### src/rtl/link_order_queue.sv
// link_order_queue: host order FIFO that issues one order at a time to a table manager and returns its result.
// Optional LINK_ORDER_ERRCNT_EN adds err_count, a saturating count of failed non-read orders.
module link_order_queue #(
   parameter int ADDR_WIDTH  = 16,
   parameter int DATA_WIDTH  = 16,
   parameter int TABLE_WIDTH = 8,
   parameter int DEPTH_LOG2  = 2
) (
   input  logic                   clk,
   input  logic                   rst_n,
   input  logic                   in_valid,
   output logic                   in_busy,
   input  logic [1:0]             in_type,
   input  logic [TABLE_WIDTH-1:0] in_table,
   input  logic [ADDR_WIDTH-1:0]  in_node,
   input  logic [DATA_WIDTH-1:0]  in_data,
   output logic                   order_valid,
   input  logic                   order_busy,
   output logic [1:0]             order_type,
   output logic [TABLE_WIDTH-1:0] order_table,
   output logic [ADDR_WIDTH-1:0]  order_node,
   output logic [DATA_WIDTH-1:0]  order_data,
   input  logic                   dout_valid,
   output logic                   dout_busy,
   input  logic [DATA_WIDTH-1:0]  dout_data,
   output logic                   resp_valid,
   input  logic                   resp_busy,
   output logic [1:0]             resp_type,
   output logic [DATA_WIDTH-1:0]  resp_data
`ifdef LINK_ORDER_ERRCNT_EN
   ,
   output logic [7:0]             err_count
`endif
);
   localparam int DEPTH = 1 << DEPTH_LOG2;
   localparam int EW = 2 + TABLE_WIDTH + ADDR_WIDTH + DATA_WIDTH;
   typedef enum logic [1:0] {IDLE, ISSUE, WAIT, RESP} state_t;
   state_t state, state_nx;
   logic [EW-1:0] mem [DEPTH];
   logic [DEPTH_LOG2-1:0] wptr, rptr;
   logic [DEPTH_LOG2:0] count;
   logic push, pop, dxfer, rxfer;
   assign in_busy = count == (DEPTH_LOG2+1)'(DEPTH);
   assign push = in_valid && !in_busy;
   assign pop = order_valid && !order_busy;
   assign dxfer = dout_valid && !dout_busy;
   assign rxfer = resp_valid && !resp_busy;
   assign order_valid = state == ISSUE;
   assign dout_busy = state != WAIT;
   // head is stable during ISSUE: pushes never hit rptr's slot unless the FIFO is empty
   assign {order_type, order_table, order_node, order_data} = mem[rptr];
   always_ff @(posedge clk)
      if (push) mem[wptr] <= {in_type, in_table, in_node, in_data};
   always_comb begin
      state_nx = state;
      case (state)
         IDLE:    state_nx = count != '0 ? ISSUE : IDLE;
         ISSUE:   state_nx = pop ? WAIT : ISSUE;
         WAIT:    state_nx = dxfer ? RESP : WAIT;
         default: state_nx = rxfer ? IDLE : RESP;
      endcase
   end
   always_ff @(posedge clk or negedge rst_n)
      if (!rst_n) begin
         state      <= IDLE;
         wptr       <= '0;
         rptr       <= '0;
         count      <= '0;
         resp_valid <= 1'b0;
         resp_type  <= 2'b00;
         resp_data  <= '0;
      end else begin
         state <= state_nx;
         wptr  <= push ? wptr + 1'b1 : wptr;
         rptr  <= pop ? rptr + 1'b1 : rptr;
         count <= count + (DEPTH_LOG2+1)'(push) - (DEPTH_LOG2+1)'(pop);
         if (pop) resp_type <= order_type;
         if (dxfer) resp_data <= dout_data;
         resp_valid <= dxfer ? 1'b1 : rxfer ? 1'b0 : resp_valid;
      end
`ifdef LINK_ORDER_ERRCNT_EN
   always_ff @(posedge clk or negedge rst_n)
      if (!rst_n) err_count <= 8'd0;
      else if (dxfer && resp_type != 2'b11 && dout_data == '0 && err_count != 8'hFF) err_count <= err_count + 8'd1;
`endif
endmodule

### config.mk
export PLATFORM = sky130hd
export DESIGN_NAME = link_order_queue
export DESIGN_NICKNAME = d
export VERILOG_FILES = /design/src/rtl/link_order_queue.sv
export SDC_FILE = /design/constraint.sdc
export NUM_CORES = 1
export LEC_CHECK = 0
export CAP_MARGIN = 10
export CORE_MARGIN = 2
export CORE_UTILIZATION = 45
export DETAILED_ROUTE_END_ITERATION = 7
export HOLD_SLACK_MARGIN = 0.05
export MAX_ROUTING_LAYER = met4
export PLACE_DENSITY = 0.7
export SLEW_MARGIN = 20
export SYNTH_ARGS = -nofsm -noshare
export SYNTH_HDL_FRONTEND = slang
export SYNTH_SLANG_ARGS = --single-unit
export TNS_END_PERCENT = 30
### constraint.sdc
create_clock -name clk -period 5.7 [get_ports clk]
set_input_delay 1.14 -clock clk [delete_from_list [all_inputs] [get_ports clk]]
set_output_delay 1.14 -clock clk [all_outputs]
set_load 0.03 [all_outputs]
==> impl_metrics.tcl <==
set metrics [dict create \
    critical_path.cell_chain "mux4_2, clkdlybuf4s50_1" \
    ys_async_sr_fraction 0.143 \
    grt_pass1_vias 3716 \
    multiInputGateArea_um2 1460 \
    avgRoutedWirePerCell_um 19.3 \
    finalSetupViolations 0 \
    leading_cell_type_in_the_layout_fill_and_taps_excluded "sky130_fd_sc_hd__edfxtp_1" \
    arrival_ns 2.70 \
    antenna_found_initial 0 \
    clk_latency_ns 0.42 \
    nNetsFinal 517 \
    vias 3433 \
    critPathRequiredTime_ns 4.56 \
    worst_hold_path_type "reg2reg" \
    die_width_um 131 \
    cts-root-buf "sky130_fd_sc_hd__clkbuf_16" \
    vias_per_cell 5.09 \
    detailedRoute.firstPassIterationCount 4 \
    critical_path.endpoint_type "output pin" \
    drt_drc_violations_left 0 \
    drive_above_1_share 0.216 \
    clock_sinks 196 \
    placed_cells 643 \
    worst_pin_slew_ns 0.905 \
    initialDrtViolationCount 137 \
    mapped_avg_cell_area_um2 23.9 \
    max_cap_viol_count 0 \
    report.final.slew_viol_count 0 \
    filler_instances 1180 \
    leakagePower_nw 3.20 \
    outcome "finished clean" \
    gp_routability_congestion 0.710 \
    global_route_wire_length_before_repair_mm 20.8 \
    crit_path_max_fanout 44 \
    num_antenna_cells 0 \
    wirelength_mm 13.0 \
    postcts_resize_cnt 0 \
    worst_setup_skew_after_layout_ns 0.00802 \
    cts_made_buffers 17 \
    synth-edff-count 168 \
    min_period_over_period 0.674 \
    die_h_um 131 \
    maxSlewHeadroom 0.397 \
    synth_cell_type_count 26 \
    ant_nets 0 \
    max_freq_mhz 260 \
    postSynthRegisterBits 196 \
    fin_setup_tns_ns 0 \
    clock_tree.buffer_depth 2 \
    grt_overflow 0 \
    yosysWarningCount 0 \
    hold_path_startpoint "resp_data[15]" \
    die_area_um2 17200 \
    seq_area_frac_synth 0.788 \
    power.density_cell_area_nw_per_um2 565 \
    placement.io_buffers 127 \
    layout.area.seq_um2 5750 \
    total_power_mw 5.32 \
    cp_slowest_cell "sky130_fd_sc_hd__dfrtp_4" \
    critical_path.startpoint_type "flop" \
    count_of_h_tree_levels_built_during_cts 4 \
    irDropWorstVdd_v 0.000328 \
    final_non_filler_cells 675 \
    fp-row-count 46 \
    rsz_0062_raised_after_global_routing "false" \
    path_class "reg2out" \
    cts-hold-fix-buffers 0 \
    cts_setup_buffers 0 \
    crit_family "flip-flops" \
    tritoncts "built" \
    hold_violations 0 \
    yosys_most_used_dff "sky130_fd_sc_hd__edfxtp_1" \
    reg_to_reg_start "count[2]" \
    netlist_instances 305 \
    min_period_ns 3.84 \
    netlist_area_um2 7290 \
    top_level_ports 128 \
    startpoint_of_the_most_critical_setup_path "rptr[0]" \
    grt_max_degree 45 \
    synth.net_count 376 \
    layout_common_cells "168 x sky130_fd_sc_hd__edfxtp_1, 127 x sky130_fd_sc_hd__clkdlybuf4s50_1, 42 x sky130_fd_sc_hd__mux4_2, 26 x sky130_fd_sc_hd__dfrtp_1, 20 x sky130_fd_sc_hd__clkbuf_16" \
    critical-path-max-stage-delay_ns 1.03 \
    initial_core_util 0.459 \
    place_hpwl_mm 7.92 \
    clk_pin_slew_worst_paths_ns 0.06 \
    timing.critical_path.buf_inv 1 \
    core_area_um2 15900 \
    area.growth.synth_to_final_pct 29.0 \
    grt_usage 0.166 \
]
-- flip-flops by register name (all words and copies together), names as in the netlist --
register,cells
resp_type,2
resp_valid,1
mem,168
resp_data,16
count,3
state,2
rptr,2
wptr,2
-- layout make-up --
| class | count | share of cell area |
|---|---|---|
| clock buffers | 30 | 0.0593 |
| clock inverters | 2 | 0.00386 |
| inverters | 6 | 0.00239 |
| well taps | 216 | 0.0287 |
| multi-input cells | 92 | 0.155 |
| flip-flops and latches | 196 | 0.611 |
| repair buffers | 133 | 0.140 |
-- per-layer routing --
layer	global-route usage	vias to the layer above	share of wire
li1	-	1535	-
met1	0.210	1760	0.44
met2	0.256	120	0.49
met3	0.0563	18	0.061
met4	0.0507	0	0.014
met5	-	-	0
-- power by group --
| group | switching [mW] | leakage (nW) | internal, mW |
|---|---|---|---|
| clock | 0.472 | 0.289 | 0.707 |
| combinational | 1.05 | 1.04 | 0.934 |
| sequential | 0.218 | 1.87 | 1.93 |
| total | 1.75 | 3.20 | 3.57 |
-- stage by stage --
stage	util	instance area (um^2)	hold slack, ns	worst slack, ns
floorplan	-	7290	0.503	2.77
CTS	0.592	9410	0.510	1.77
finish	0.592	9410	0.505	1.86
detailed placement	0.555	8810	0.494	2.20
global placement	0.555	8810	0.485	2.23
global route	0.592	9410	0.514	1.64
-- cell families after synthesis --
| group | synth area share |
|---|---|
| AOI/OAI and AO/OA | 0.00309 |
| xor gates and xnor gates | 0.00600 |
| adders and majority gates | 0.0130 |
| buffers and inverters | 0.0134 |
| DFF | 0.788 |
| muxes | 0.160 |
| and+or+nand+nor | 0.0166 |
-- cells in the mapped netlist, drive strengths merged, types with 2 or more instances --
library cell	instances	share of area
nand3b	2	0.0038
buf	9	0.0093
dfrtp	28	0.096
nand2	3	0.0015
xnor2	4	0.0048
and2	4	0.0034
inv	6	0.0031
mux2	19	0.030
nor3b	2	0.0036
clkbuf	2	0.0010
ha	6	0.010
mux4	42	0.13
nor2b	2	0.0017
edfxtp	168	0.69
nand2b	2	0.0017
-- path summary, 6_finish.rpt --
kind / to / slack [ns] / cells after the start
max: order_node[8] / 1.86 / 2
min: resp_data[15] / 0.50 / 1
max reg2reg: mem[2][35] / 3.34 / 4
min reg2reg: resp_data[15] / 0.50 / 1
max in group asynchronous: rptr[0] / 4.30 / 2
min in group asynchronous: resp_data[0] / 1.10 / 2
-- worst reg2reg max path, delay by kind of cell, from the launching register on --
kind / cells / cell delay (ns)
AND/OR/NAND/NOR: 3 / 1.17
flip-flops: 1 / 0.40
buffers and inverters: 1 / 0.45
No activity file was read; power rests on OpenSTA's default activity.
